**src/rtl/qk_inst_sequencer_if.sv**
```systemverilog
// ---------------------------------------------------------------------------
// qk_inst_sequencer_if
//   Handshake and control bundle between a host vector stream, the
//   qk_inst_sequencer and the fullchip it drives.
//
//   start            host -> seq   pass request pulse
//   in_valid         host -> seq   Q/K vector present on mem_in0/mem_in1
//   in_ready         seq  -> host  vector accepted this cycle
//   inst[16:0]       seq  -> chip  instruction word
//   div              seq  -> chip  sfp divider phase strobe
//   *_clk_en         seq  -> chip  block clock enables
//   busy, done       seq  -> host  pass status
//
//   modport master : host side (drives start/in_valid)
//   modport slave  : sequencer side
// ---------------------------------------------------------------------------
interface qk_inst_sequencer_if;
    logic        start;
    logic        in_valid;
    logic        in_ready;
    logic [16:0] inst;
    logic        div;
    logic        mac_array_clk_en;
    logic        sfp_row_clk_en;
    logic        kmem_clk_en;
    logic        qmem_clk_en;
    logic        busy;
    logic        done;

    modport master (
        output start, in_valid,
        input  in_ready, inst, div, mac_array_clk_en, sfp_row_clk_en,
               kmem_clk_en, qmem_clk_en, busy, done
    );

    modport slave (
        input  start, in_valid,
        output in_ready, inst, div, mac_array_clk_en, sfp_row_clk_en,
               kmem_clk_en, qmem_clk_en, busy, done
    );
endinterface

```
**src/rtl/qk_inst_sequencer.sv**
```systemverilog
// ---------------------------------------------------------------------------
// qk_inst_sequencer
//   Issues the instruction word, div strobe and clock enables for one full
//   attention pass per start: Q write, K write, K load, execute, ofifo drain,
//   then normalise/writeback into pmem.
//
//   Ports:
//     clk    single clock
//     reset  synchronous, active-high
//     bus    qk_inst_sequencer_if.slave (start, in_valid/in_ready, inst,
//            div, clock enables, busy, done)
//
//   Optional build macro: SEQ_PMEM_READBACK_EN
//     Adds a READBACK phase after NORM reading pmem 0..total_cycle-1
//     (inst[1] = pmem_rd). Without it inst[1] is tied to 0.
//
//   All outputs are registered from the next state so they line up with the
//   state register, except in_ready/qmem_wr/kmem_wr which follow in_valid
//   combinationally in the write phases.
// ---------------------------------------------------------------------------
module qk_inst_sequencer #(
    parameter int total_cycle = 8,   // Q vectors per pass, total_cycle+2 <= 15
    parameter int col         = 8,   // K vectors, col <= 16
    parameter int LOAD_GAP    = 10,
    parameter int EXEC_DRAIN  = 9,
    parameter int SFP_WAIT    = 5
) (
    input  logic                clk,
    input  logic                reset,
    qk_inst_sequencer_if.slave  bus
);

    function automatic int imax(input int a, input int b);
        return (a > b) ? a : b;
    endfunction

    localparam int MAXPH  = imax(imax(imax(total_cycle + 2, col + 1), imax(LOAD_GAP, EXEC_DRAIN)),
                                 imax(SFP_WAIT, 2 * total_cycle));
    localparam int CW_RAW = $clog2(MAXPH) + 1;
    // NORM derives pmem_add from cnt[4:1], so keep at least 5 bits
    localparam int CW     = (CW_RAW < 5) ? 5 : CW_RAW;

    localparam logic [CW-1:0] TC_LAST  = CW'(total_cycle - 1);
    localparam logic [CW-1:0] KWR_LAST = CW'(col - 1);
    localparam logic [CW-1:0] KLD_LAST = CW'(col);
    localparam logic [CW-1:0] GAP_LAST = CW'(LOAD_GAP - 1);
    localparam logic [CW-1:0] EXE_LAST = CW'(total_cycle + 1);
    localparam logic [CW-1:0] DRN_LAST = CW'(EXEC_DRAIN - 1);
    localparam logic [CW-1:0] SW_LAST  = CW'(SFP_WAIT - 1);
    localparam logic [CW-1:0] NRM_LAST = CW'(2 * total_cycle - 1);
    localparam logic [CW-1:0] ONE      = CW'(1);

    typedef enum logic [3:0] {
        IDLE, QWR, KWR, KLOAD, KTAIL, KOFF, GAP, EXEC,
        DRAIN, OFIFO, SWAIT, NORM, READBACK, DONE
    } state_t;

    typedef struct packed {
        logic       ofifo_rd;
        logic [3:0] qk_add;
        logic [3:0] p_add;
        logic       execute;
        logic       load;
        logic       qmem_rd;
        logic       kmem_rd;
        logic       pmem_wr;
        logic       div;
        logic       mac_en;
        logic       sfp_en;
        logic       kclk_en;
        logic       qclk_en;
        logic       busy;
        logic       done;
    } out_t;

    localparam out_t OUT_RST = '{kclk_en: 1'b1, qclk_en: 1'b1, default: '0};

    state_t        state_q, state_d;
    logic [CW-1:0] cnt_q, cnt_d;      // write index or cycle-within-phase
    out_t          out_q, out_d;
    logic          qmem_wr, kmem_wr, pmem_rd;

    // Output decode for a given (state, phase counter)
    function automatic out_t decode(input state_t s, input logic [CW-1:0] c);
        out_t o;
        o = '0;
        case (s)
            IDLE:     begin o.kclk_en = 1'b1; o.qclk_en = 1'b1; end
            QWR:      begin o.busy = 1'b1; o.qclk_en = 1'b1; o.qk_add = c[3:0]; end
            KWR:      begin o.busy = 1'b1; o.kclk_en = 1'b1; o.qk_add = c[3:0]; end
            KLOAD: begin
                o.busy = 1'b1; o.kclk_en = 1'b1; o.mac_en = 1'b1; o.load = 1'b1;
                // kmem read lags load by one cycle, so address trails c by one
                o.kmem_rd = (c != '0);
                o.qk_add  = (c > ONE) ? (c[3:0] - 4'd1) : 4'd0;
            end
            KTAIL:    begin o.busy = 1'b1; o.kclk_en = 1'b1; o.mac_en = 1'b1; o.load = 1'b1; end
            KOFF,
            GAP,
            DRAIN:    begin o.busy = 1'b1; o.mac_en = 1'b1; end
            EXEC: begin
                o.busy = 1'b1; o.qclk_en = 1'b1; o.mac_en = 1'b1;
                o.execute = 1'b1; o.qmem_rd = 1'b1; o.qk_add = c[3:0];
            end
            OFIFO:    begin o.busy = 1'b1; o.sfp_en = 1'b1; o.ofifo_rd = 1'b1; end
            SWAIT:    begin o.busy = 1'b1; o.sfp_en = 1'b1; end
            NORM: begin
                // i = c+1: div on odd i, address advances every second cycle
                o.busy = 1'b1; o.sfp_en = 1'b1; o.pmem_wr = 1'b1;
                o.div   = ~c[0];
                o.p_add = c[4:1];
            end
            READBACK: begin o.busy = 1'b1; o.sfp_en = 1'b1; o.p_add = c[3:0]; end
            DONE:     begin o.busy = 1'b1; o.done = 1'b1; end
            default:  o = '0;
        endcase
        return o;
    endfunction

    // Next state / phase counter
    always_comb begin
        state_d = state_q;
        cnt_d   = cnt_q + 1'b1;
        case (state_q)
            IDLE: begin
                cnt_d = '0;
                if (bus.start) state_d = QWR;
            end
            QWR: begin
                cnt_d = cnt_q;
                if (bus.in_valid) begin
                    if (cnt_q == TC_LAST) begin state_d = KWR; cnt_d = '0; end
                    else cnt_d = cnt_q + 1'b1;
                end
            end
            KWR: begin
                cnt_d = cnt_q;
                if (bus.in_valid) begin
                    if (cnt_q == KWR_LAST) begin state_d = KLOAD; cnt_d = '0; end
                    else cnt_d = cnt_q + 1'b1;
                end
            end
            KLOAD: if (cnt_q == KLD_LAST) begin state_d = KTAIL; cnt_d = '0; end
            KTAIL: begin state_d = KOFF; cnt_d = '0; end
            KOFF:  begin state_d = GAP;  cnt_d = '0; end
            GAP:   if (cnt_q == GAP_LAST) begin state_d = EXEC;  cnt_d = '0; end
            EXEC:  if (cnt_q == EXE_LAST) begin state_d = DRAIN; cnt_d = '0; end
            DRAIN: if (cnt_q == DRN_LAST) begin state_d = OFIFO; cnt_d = '0; end
            OFIFO: if (cnt_q == TC_LAST)  begin state_d = SWAIT; cnt_d = '0; end
            SWAIT: if (cnt_q == SW_LAST)  begin state_d = NORM;  cnt_d = '0; end
            NORM: if (cnt_q == NRM_LAST) begin
                cnt_d = '0;
`ifdef SEQ_PMEM_READBACK_EN
                state_d = READBACK;
`else
                state_d = DONE;
`endif
            end
            READBACK: if (cnt_q == TC_LAST) begin state_d = DONE; cnt_d = '0; end
            DONE:    begin state_d = IDLE; cnt_d = '0; end
            default: begin state_d = IDLE; cnt_d = '0; end
        endcase
    end

    always_comb out_d = decode(state_d, cnt_d);

`ifdef SEQ_PMEM_READBACK_EN
    logic pmem_rd_q;
`endif

    always_ff @(posedge clk) begin
        if (reset) begin
            state_q <= IDLE;
            cnt_q   <= '0;
            out_q   <= OUT_RST;
`ifdef SEQ_PMEM_READBACK_EN
            pmem_rd_q <= 1'b0;
`endif
        end else begin
            state_q <= state_d;
            cnt_q   <= cnt_d;
            out_q   <= out_d;
`ifdef SEQ_PMEM_READBACK_EN
            pmem_rd_q <= (state_d == READBACK);
`endif
        end
    end

`ifdef SEQ_PMEM_READBACK_EN
    assign pmem_rd = pmem_rd_q;
`else
    assign pmem_rd = 1'b0;
`endif

    // Write strobes follow in_valid directly so a stalled host costs no write
    assign bus.in_ready = (state_q == QWR) || (state_q == KWR);
    assign qmem_wr      = (state_q == QWR) && bus.in_valid;
    assign kmem_wr      = (state_q == KWR) && bus.in_valid;

    assign bus.inst = {out_q.ofifo_rd, out_q.qk_add, out_q.p_add, out_q.execute, out_q.load,
                       out_q.qmem_rd, qmem_wr, out_q.kmem_rd, kmem_wr, pmem_rd, out_q.pmem_wr};
    assign bus.div              = out_q.div;
    assign bus.mac_array_clk_en = out_q.mac_en;
    assign bus.sfp_row_clk_en   = out_q.sfp_en;
    assign bus.kmem_clk_en      = out_q.kclk_en;
    assign bus.qmem_clk_en      = out_q.qclk_en;
    assign bus.busy             = out_q.busy;
    assign bus.done             = out_q.done;

endmodule

```
**src/flat_wrapper.sv**
```systemverilog
// flat-port wrapper written by rule: the top's interface ports become plain ports
module qk_inst_sequencer_flat 
#(
    parameter int total_cycle = 8,                                             
    parameter int col         = 8,                          
    parameter int LOAD_GAP    = 10,
    parameter int EXEC_DRAIN  = 9,
    parameter int SFP_WAIT    = 5
)
  (clk, reset, bus_start, bus_in_valid, bus_in_ready, bus_inst, bus_div, bus_mac_array_clk_en, bus_sfp_row_clk_en, bus_kmem_clk_en, bus_qmem_clk_en, bus_busy, bus_done);
  qk_inst_sequencer_if bus_i ();
  input  logic clk;
  input  logic reset;
  input wire logic [$bits(bus_i.start)-1:0] bus_start;
  input wire logic [$bits(bus_i.in_valid)-1:0] bus_in_valid;
  output wire logic [$bits(bus_i.in_ready)-1:0] bus_in_ready;
  output wire logic [$bits(bus_i.inst)-1:0] bus_inst;
  output wire logic [$bits(bus_i.div)-1:0] bus_div;
  output wire logic [$bits(bus_i.mac_array_clk_en)-1:0] bus_mac_array_clk_en;
  output wire logic [$bits(bus_i.sfp_row_clk_en)-1:0] bus_sfp_row_clk_en;
  output wire logic [$bits(bus_i.kmem_clk_en)-1:0] bus_kmem_clk_en;
  output wire logic [$bits(bus_i.qmem_clk_en)-1:0] bus_qmem_clk_en;
  output wire logic [$bits(bus_i.busy)-1:0] bus_busy;
  output wire logic [$bits(bus_i.done)-1:0] bus_done;
  assign bus_i.start = bus_start;
  assign bus_i.in_valid = bus_in_valid;
  assign bus_in_ready = bus_i.in_ready;
  assign bus_inst = bus_i.inst;
  assign bus_div = bus_i.div;
  assign bus_mac_array_clk_en = bus_i.mac_array_clk_en;
  assign bus_sfp_row_clk_en = bus_i.sfp_row_clk_en;
  assign bus_kmem_clk_en = bus_i.kmem_clk_en;
  assign bus_qmem_clk_en = bus_i.qmem_clk_en;
  assign bus_busy = bus_i.busy;
  assign bus_done = bus_i.done;
  qk_inst_sequencer #(.total_cycle(total_cycle), .col(col), .LOAD_GAP(LOAD_GAP), .EXEC_DRAIN(EXEC_DRAIN), .SFP_WAIT(SFP_WAIT)) u_core (.clk(clk), .reset(reset), .bus(bus_i));
endmodule
```
**config.mk**
```make
export PLATFORM = sky130hd
export DESIGN_NAME = qk_inst_sequencer_flat
export DESIGN_NICKNAME = d
export VERILOG_FILES = /design/src/rtl/qk_inst_sequencer_if.sv /design/src/rtl/qk_inst_sequencer.sv /design/src/flat_wrapper.sv
export SDC_FILE = /design/constraint.sdc
export NUM_CORES = 1
export LEC_CHECK = 0
export CAP_MARGIN = 10
export CORE_MARGIN = 3
export CORE_UTILIZATION = 55
export DETAILED_ROUTE_END_ITERATION = 12
export PLACE_DENSITY_LB_ADDON = 0.2
export SYNTH_ARGS = -nofsm -noshare
export SYNTH_HDL_FRONTEND = slang
export SYNTH_SLANG_ARGS = --single-unit
```
**constraint.sdc**
```tcl
create_clock -name clk -period 4.4 [get_ports clk]
set_clock_uncertainty 0.1 [all_clocks]
set_input_delay 0.66 -clock clk [delete_from_list [all_inputs] [get_ports clk]]
set_output_delay 0.66 -clock clk [all_outputs]
set_load 0.02 [all_outputs]
```
==> load_flow_metrics.sql <==
INSERT INTO impl_metrics (metric_group, metric, value, unit) VALUES
('route', 'totalWireLength', '4480', 'um'),
('critical_path', 'critPathLaunchType', 'flop', ''),
('clock_network', 'post_cts_buffers', '0', ''),
('finish', 'filler_cell_count', '283', ''),
('clock_network', 'clock-root-buffer', 'sky130_fd_sc_hd__clkbuf_4', ''),
('critical_path', 'worst_path_most_repeated_cell', 'sky130_fd_sc_hd__ha_1', ''),
('finish', 'post-route-cell-area', '2240', 'um^2'),
('finish', 'final_nets', '260', ''),
('global_route', 'grt_overflow_total', '0', ''),
('route', 'dr_total_vias', '1838', ''),
('critical_path', 'timing_worst_setup_path_type', 'flop to flop', ''),
('flow_run', 'max_cap_violations', '0', ''),
('place', 'dp.final_hpwl', '3300', 'um'),
('yosys', 'syn-num-nets', '244', ''),
('finish', 'antennaDiodeCount', '0', ''),
('place', 'place.gp.congestion', '0.947', ''),
('yosys', 'synth_area_per_cell', '8.43', 'um^2'),
('route', 'drt_first_iter_violations', '147', ''),
('critical_path', 'register_to_register_setup_slack', '1.09', 'ns'),
('place', 'detailed_place.area', '2180', 'um^2'),
('yosys', 'synth_cell_types', '63', ''),
('status', 'result_of_the_run', 'finished clean', ''),
('clock_network', 'cts_hold_buf', '0', ''),
('pwr', 'power.density', '216', 'nW/um^2'),
('finish', 'final_cells', '294', ''),
('critical_path', 'critical_path_peak_fanout', '7', ''),
('global_route', 'antenna_found_initial', '0', ''),
('route', 'route.antenna.remaining_nets', '0', ''),
('critical_path', 'crit_path_cell_trace', 'ha_1, nand3_1, ha_1, nor2_1, nand4_1, o31ai_1, a211oi_1, nor4bb_1, nor2b_1, o22ai_1', ''),
('critical_path', 'cpMaxStageDelayCell', 'sky130_fd_sc_hd__a211oi_1', ''),
('pwr', 'leak_pwr', '0.802', 'nW'),
('yosys', 'ys_top_cells_by_area', 'sky130_fd_sc_hd__dfxtp_1, sky130_fd_sc_hd__ha_1, sky130_fd_sc_hd__nor2_1, sky130_fd_sc_hd__nand3_1, sky130_fd_sc_hd__buf_2', ''),
('floorplan', 'pin_count', '29', ''),
('critical_path', 'arrival', '3.39', 'ns'),
('clock_network', 'tritoncts_clock_tree', 'done', ''),
('yosys', 'synthesis.area', '1960', 'um^2'),
('clock_network', 'worstSkewPairLatency', '0.32', 'ns'),
('worst_hold_path', 'min_path_type', 'flop to flop', ''),
('finish', 'layout-drive-gt1-share', '7.66', '%'),
('sta', 'hold_viol', '0', ''),
('yosys', 'synthTopCellsByCount', 'sky130_fd_sc_hd__dfxtp_1, sky130_fd_sc_hd__nor2_1, sky130_fd_sc_hd__nand2_1, sky130_fd_sc_hd__inv_1, sky130_fd_sc_hd__nand3_1', ''),
('yosys', 'async_flop_share', '0', '%'),
('sta', 'tightest_slew_margin_relative_to_the_limit', '39.7', '%'),
('finish', 'area_delta_synth_final', '14.4', '%'),
('yosys', 'synth-edff-count', '0', ''),
('clock_network', 'numClockSinks', '29', ''),
('route', 'route.detailed.wl_per_inst', '15.2', 'um'),
('route', 'post_drt_via_cell_ratio', '6.25', ''),
('sta', 'fin_setup_tns', '0', 'ns'),
('yosys', 'synthMostInstantiatedCell', 'sky130_fd_sc_hd__dfxtp_1', ''),
('sta', 'grt_setup_unrepaired', 'false', ''),
('pwr', 'design_power_total', '0.484', 'mW'),
('sta', 'setup_viol_count_final', '0', ''),
('route', 'drc', '0', ''),
('sta', 'post-route-min-period', '3.31', 'ns'),
('yosys', 'synthDominantCellAreaShare', '29.7', '%'),
('place', 'buffer_ports.inserted', '27', ''),
('clock_network', 'cts_resized', '0', ''),
('floorplan', 'die-area', '4310', 'um^2'),
('floorplan', 'floorplan.initialDensity', '57.7', '%'),
('floorplan', 'die_h', '65.6', 'um'),
('critical_path', 'kind_of_end_point_of_the_critical_path', 'flop', ''),
('place', 'placedCellCount', '287', ''),
('sta', 'layout_worst_path_cycle_share', '75.2', '%'),
('pwr', 'irDropWorstVdd', '0.168', 'mV'),
('global_route', 'wire_length_of_the_first_global_routing_pass', '7530', 'um'),
('route', 'drt-pass1-iter-count', '5', ''),
('global_route', 'groute.usage.overall', '22.6', '%'),
('clock_network', 'numCtsBuffers', '5', ''),
('clock_network', 'cts_max_path_buffers', '2', ''),
('sta', 'maxClockFrequency', '302', 'MHz');
power by group:
part | total, mW | internal (mW) | switching, mW
combinational | 0.0552 | 0.0240 | 0.0312
clock | 0.158 | 0.0752 | 0.0823
sequential | 0.271 | 0.265 | 0.00640
state kept, by name, summed over array words and instances (netlist names):
| register | count |
|---|---|
| u_core.bus.qmem_clk_en | 1 |
| u_core.bus.inst | 13 |
| u_core.bus.sfp_row_clk_en | 1 |
| u_core.state_q | 4 |
| u_core.bus.kmem_clk_en | 1 |
| u_core.bus.busy | 1 |
| u_core.cnt_q | 5 |
| u_core.bus.done | 1 |
| u_core.bus.div | 1 |
| u_core.bus.mac_array_clk_en | 1 |
cells by family after synthesis:
| group | Yosys count | synth area share, % |
|---|---|---|
| multiplexers | 1 | 0.512 |
| flip-flops | 29 | 29.7 |
| AO/OA/AOI/OAI | 53 | 21.8 |
| XOR/XNOR | 6 | 2.69 |
| buffers and inverters | 33 | 8.64 |
| AND/OR/NAND/NOR | 101 | 31.4 |
| adder cells (fa/ha/maj) | 8 | 5.12 |
| other | 1 | 0.192 |
metal layers:
layer | GRT usage [%] | share of wire [%] | vias to the layer above
li1 | - | - | 887
met1 | 30.0 | 45 | 859
met2 | 35.2 | 46 | 85
met3 | 5.64 | 7.2 | 7
met4 | 8.29 | 1.3 | 0
met5 | 0 | 0 | -
layout make-up:
| type | instances | area, um^2 | share of cell area [%] |
|---|---|---|---|
| Clock buffer | 7 | 55.1 | 2.46 |
| Inverter | 12 | 45.0 | 2.01 |
| Multi-Input combinational cell | 170 | 1210 | 53.9 |
| Sequential cell | 29 | 581 | 26.0 |
| Tap cell | 46 | 57.6 | 2.57 |
| Timing Repair Buffer | 30 | 293 | 13.1 |
per-stage QoR:
stage	utilization (%)	hold WS, ns	setup WS [ns]
3_5_place_dp	64.4	0.669	0.810
2_1_floorplan	-	0.559	1.60
3_3_place_gp	64.4	0.671	0.984
4_1_cts	66.0	0.691	1.13
6_report	66.0	0.686	1.09
5_1_grt	66.0	0.700	0.765
cell usage in the layout (no fill, tap or decap), drive strengths merged, types with 5 or more instances in the layout:
| cell | count |
|---|---|
| and4bb | 5 |
| dfxtp | 29 |
| nand3 | 11 |
| o21ai | 7 |
| o31ai | 7 |
| and2 | 5 |
| clkdlybuf4s50 | 27 |
| ha | 8 |
| clkbuf | 7 |
| a31oi | 5 |
| a21oi | 6 |
| nand2 | 12 |
| nor3 | 8 |
| inv | 11 |
| nor2 | 22 |
worst paths after layout:
kind                                     to                       start  depth (start not counted)
max          u_core.bus.inst[14]$_SDFF_PP0_  u_core.cnt_q[0]$_SDFF_PP0_                         10
min           u_core.bus.inst[8]$_SDFF_PP0_  u_core.cnt_q[1]$_SDFF_PP0_                          3
max reg2reg  u_core.bus.inst[14]$_SDFF_PP0_  u_core.cnt_q[0]$_SDFF_PP0_                         10
min reg2reg   u_core.bus.inst[8]$_SDFF_PP0_  u_core.cnt_q[1]$_SDFF_PP0_                          3
critical path, delay by kind of cell (launching register included):
kind | cells | cell delay, ns
adder cells (fa/ha/maj) | 2 | 0.73
AO/OA/AOI/OAI | 3 | 0.78
flip-flops | 1 | 0.47
AND/OR/NAND/NOR | 5 | 1.10
(Power assumes the default switching activity.)
==> patch 1: new RTL, same flow settings <==
`col` is set to 8 in 2 places; all go to 16.
--- a/src/rtl/qk_inst_sequencer.sv
+++ b/src/rtl/qk_inst_sequencer.sv
@@ -20,7 +20,7 @@
 // ---------------------------------------------------------------------------
 module qk_inst_sequencer #(
     parameter int total_cycle = 8,   // Q vectors per pass, total_cycle+2 <= 15
-    parameter int col         = 8,   // K vectors, col <= 16
+    parameter int col         = 16,   // K vectors, col <= 16
     parameter int LOAD_GAP    = 10,
     parameter int EXEC_DRAIN  = 9,
     parameter int SFP_WAIT    = 5
--- a/src/flat_wrapper.sv
+++ b/src/flat_wrapper.sv
@@ -2,7 +2,7 @@
 module qk_inst_sequencer_flat 
 #(
     parameter int total_cycle = 8,                                             
-    parameter int col         = 8,                          
+    parameter int col         = 16,                          
     parameter int LOAD_GAP    = 10,
     parameter int EXEC_DRAIN  = 9,
     parameter int SFP_WAIT    = 5
Behaviour: same outputs for any inputs over 10 cycles, from zero or initial values and one cycle with reset high; that may be too few to reach the edited logic, so the function may still have changed.
==> patch 1 against the unedited design <==
Worst setup slack gained 94 ps. Power up 15%. Final cell count increased by 3.4%. Wire length is 12% higher. Sequential cell count grew 1. Via count is 0.49% higher. Synthesized area grew 7.5%. Non-clock buffer count is 3 lower. Design area increased by 6.3%. Critical endpoint is now u_core.bus.inst[15].
==> patch 1: results <==
set metrics [dict create \
    drt-vias-per-instance 6.08 \
    firstDrtPassIters 4 \
    dp_hpwl_mm 3.61 \
    num-nonclk-inverters 14 \
    finalWirelength_mm 5.00 \
    fmax_ghz 0.311 \
    synth_mux_area_frac 0.0155 \
    place.gp.congestion 0.894 \
    insertion_delay_ps 290 \
    synth_cell_types 69 \
    grt_max_degree 19 \
    synthTopCellsByArea "dfxtp_1 29%, nor2_1 5.2%, ha_1 3.0%, a21oi_1 2.9%, nand2b_1 2.4%" \
    met2_length_mm 2.29 \
    synth_common_cells "30 x dfxtp_1, 29 x nor2_1, 13 x inv_1" \
    p_per_area_nw_per_um2 234 \
    tightestPinTransition_ps 743 \
    nClkBuffers 6 \
    synth_nets 252 \
    seq_area_um2 601 \
    synthXorXnorAreaFrac 0.0208 \
    use_met3 0.0493 \
    clock_area_frac 0.0347 \
    synth_cells 243 \
    clkSinkCount 30 \
    reg2reg_from "u_core.cnt_q[3]" \
    crit_arrival_ps 3280 \
    wl_met3_um 269 \
    grt_pass1_vias 1788 \
    synth_compound_area_frac 0.233 \
    fin_cells 304 \
    fin_nets 268 \
    grt_use_total 0.243 \
    multi_input_area_um2 1320 \
    drive_gt1_frac 0.143 \
    hold_start "u_core.cnt_q[0]" \
    outcome "finished clean" \
    place_area_um2 2300 \
    cts_root_buffer "clkbuf_8" \
    clkSlewWorstSetupHoldPaths_ps 60 \
    area_share_nonclk_buffers 0.114 \
    p_leak_uw 0.000879 \
    fillCellCount 288 \
    ir_drop_v 0.000183 \
    synth-seq-area-share 0.286 \
    synthAdderAreaFrac 0.0297 \
]
[patch 1: worst max-delay path, stage by stage (launching register included)]
cell      delay (ps)
dfxtp_1          690
nor4b_4          450
a21boi_2         130
a221oi_4         390
nand3_2          160
a22oi_1          370
ha_1             300
nor2_1            90
nor4b_4          290
o41ai_2          130
[patch 1: how the worst min path moves through the flow]
stage / slack [ps] / end / depth (start not counted)
CTS: 600 / u_core.cnt_q[0] / 3
floorplan: 530 / u_core.cnt_q[0] / 3
global route: 660 / u_core.cnt_q[0] / 3
global placement: 580 / u_core.cnt_q[0] / 3
detailed placement: 590 / u_core.cnt_q[0] / 3
finish: 610 / u_core.cnt_q[0] / 3
[patch 1: power by group]
group | total [uW] | internal (uW) | switching (uW)
logic | 65.8 | 26.7 | 39.2
clock network | 211 | 120 | 91.0
registers | 280 | 275 | 4.41
total | 556 | 422 | 135
==> patch 2: new RTL, config.mk and constraints unchanged <==
Made on the original files. Make the reset (`reset`) asynchronous in one clocked block.
--- a/src/rtl/qk_inst_sequencer.sv
+++ b/src/rtl/qk_inst_sequencer.sv
@@ -168,7 +168,7 @@
     logic pmem_rd_q;
 `endif
 
-    always_ff @(posedge clk) begin
+    always_ff @(posedge clk or posedge reset) begin
         if (reset) begin
             state_q <= IDLE;
             cnt_q   <= '0;
Function: differs if reset is asserted again (counterexample within 4 cycles, from zero or initial values and one cycle with reset high); with reset held inactive, the same outputs for 10 cycles.
==> patch 2 against the unedited design <==
Design area down 0.84%. Die area up 0.17%. Worst setup slack better by 100 ps. Critical path depth up 2. Sequential share of layout area up 6.9 points. Non-clock buffer count down 3. Sequential cell count unchanged. Wire length down 12%. Synthesized area up 0.19%.
Power is not compared: it rests on default switching activity, and its combinational part moved more than twofold at a synthesized area within 25%.
==> patch 2: results <==
set metrics [dict create \
    crit_end "u_core.bus.inst[14]" \
    initialDrtViolationCount 125 \
    ir_drop_v 0.000163 \
    p_per_area_nw_per_um2 195 \
    synthTopCellsByArea "dfrtp_1 34%, ha_1 5.1%, buf_6 2.9%, dfstp_2 2.7%, nor2_1 2.5%" \
    fin_cells 262 \
    dp_hpwl_mm 2.92 \
    tightestPinTransition_ps 1040 \
    largest_reg_flops 13 \
    use_met3 0.0496 \
    grt_pass1_wl_mm 6.60 \
    crit_path_max_fanout 9 \
    firstDrtPassIters 4 \
    hold_ws_ps 545 \
    hold_start "u_core.cnt_q[1]" \
    vias 1533 \
    use_met1 0.243 \
    fin_nets 228 \
    synth_cells 199 \
    ff2ff_path_depth 12 \
    cts_resized 0 \
    place_area_um2 2160 \
    grt_use_met2 0.327 \
    r2r_setup_slack_ps 1190 \
    hold_end "u_core.cnt_q[1]" \
    cpMaxStageDelayCell "dfrtp_1" \
    synth_common_cells "27 x dfrtp_1, 13 x nor2_1, 12 x nand2_1" \
    min_path_cells 2 \
    synthFlopType "dfrtp_1" \
    async_flop_share 1.00 \
    fillCellCount 261 \
    grt_use_total 0.196 \
    place.gp.congestion 0.826 \
    synth-seq-area-share 0.372 \
    outcome "finished clean" \
    drive_gt1_frac 0.111 \
    startpoint "u_core.cnt_q[0]" \
    synth_nets 211 \
    cpPeakStageDelay_ps 500 \
    numCtsBuffers 5 \
]
## patch 2: cell count changes in the layout (fill, tap and decap cells not counted), sizes merged, moves of 4 or more
cell	before	now
nand3	11	5
nor2	22	14
dfxtp	29	0
a21o	0	4
dfrtp	0	27
o31ai	7	3
## patch 2: worst max-delay path: cells and delay by family (launching register included)
family / cells / cell delay, ps
buf+inv: 2 / 200
simple gates: 4 / 680
flops: 1 / 500
compound gates: 3 / 870
fa+ha+maj: 3 / 760
## patch 2: layer usage
| layer | vias up | share of wire | routed length, um |
|---|---|---|---|
| met5 | - | 0 | 0 |
| met4 | 0 | 0.012 | 48 |
| met3 | 8 | 0.033 | 132 |
| met2 | 32 | 0.50 | 1980 |
| met1 | 745 | 0.45 | 1790 |
| li1 | 748 | - | - |
## patch 2: cell type report
type	count	area share
Clock buffer	7	0.0248
Inverter	11	0.0186
Multi-Input combinational cell	142	0.481
Sequential cell	29	0.328
Tap cell	46	0.0259
Timing Repair Buffer	27	0.122
## patch 2: cells by family (layout without fill, tap and decap cells)
kind of cell,after synthesis,count (layout),share of synthesized area
muxes,1,1,0.0115
AOI/OAI and AO/OA,56,56,0.229
xor gates and xnor gates,3,3,0.0134
buffers and inverters,28,45,0.0843
adders and majority gates,8,8,0.0511
and+or+nand+nor,73,73,0.238
other,1,1,0.00191
DFF,29,29,0.372
## patch 2: power by group through the flow
stage / registers, uW / logic, uW / clock network (uW)
after global routing: 266 / 10.8 / 175
after floorplan: 272 / 5.80 / 0
after CTS: 266 / 9.88 / 161
after global placement: 272 / 9.34 / 0
after detailed placement: 272 / 9.88 / 0
final: 266 / 9.46 / 158
## patch 2: metrics by stage
stage	total power (uW)	worst slack [ps]
after floorplan	277	1580
after global placement	281	1230
after detailed placement	281	1180
after CTS	438	1190
after global routing	452	949
final	434	1190
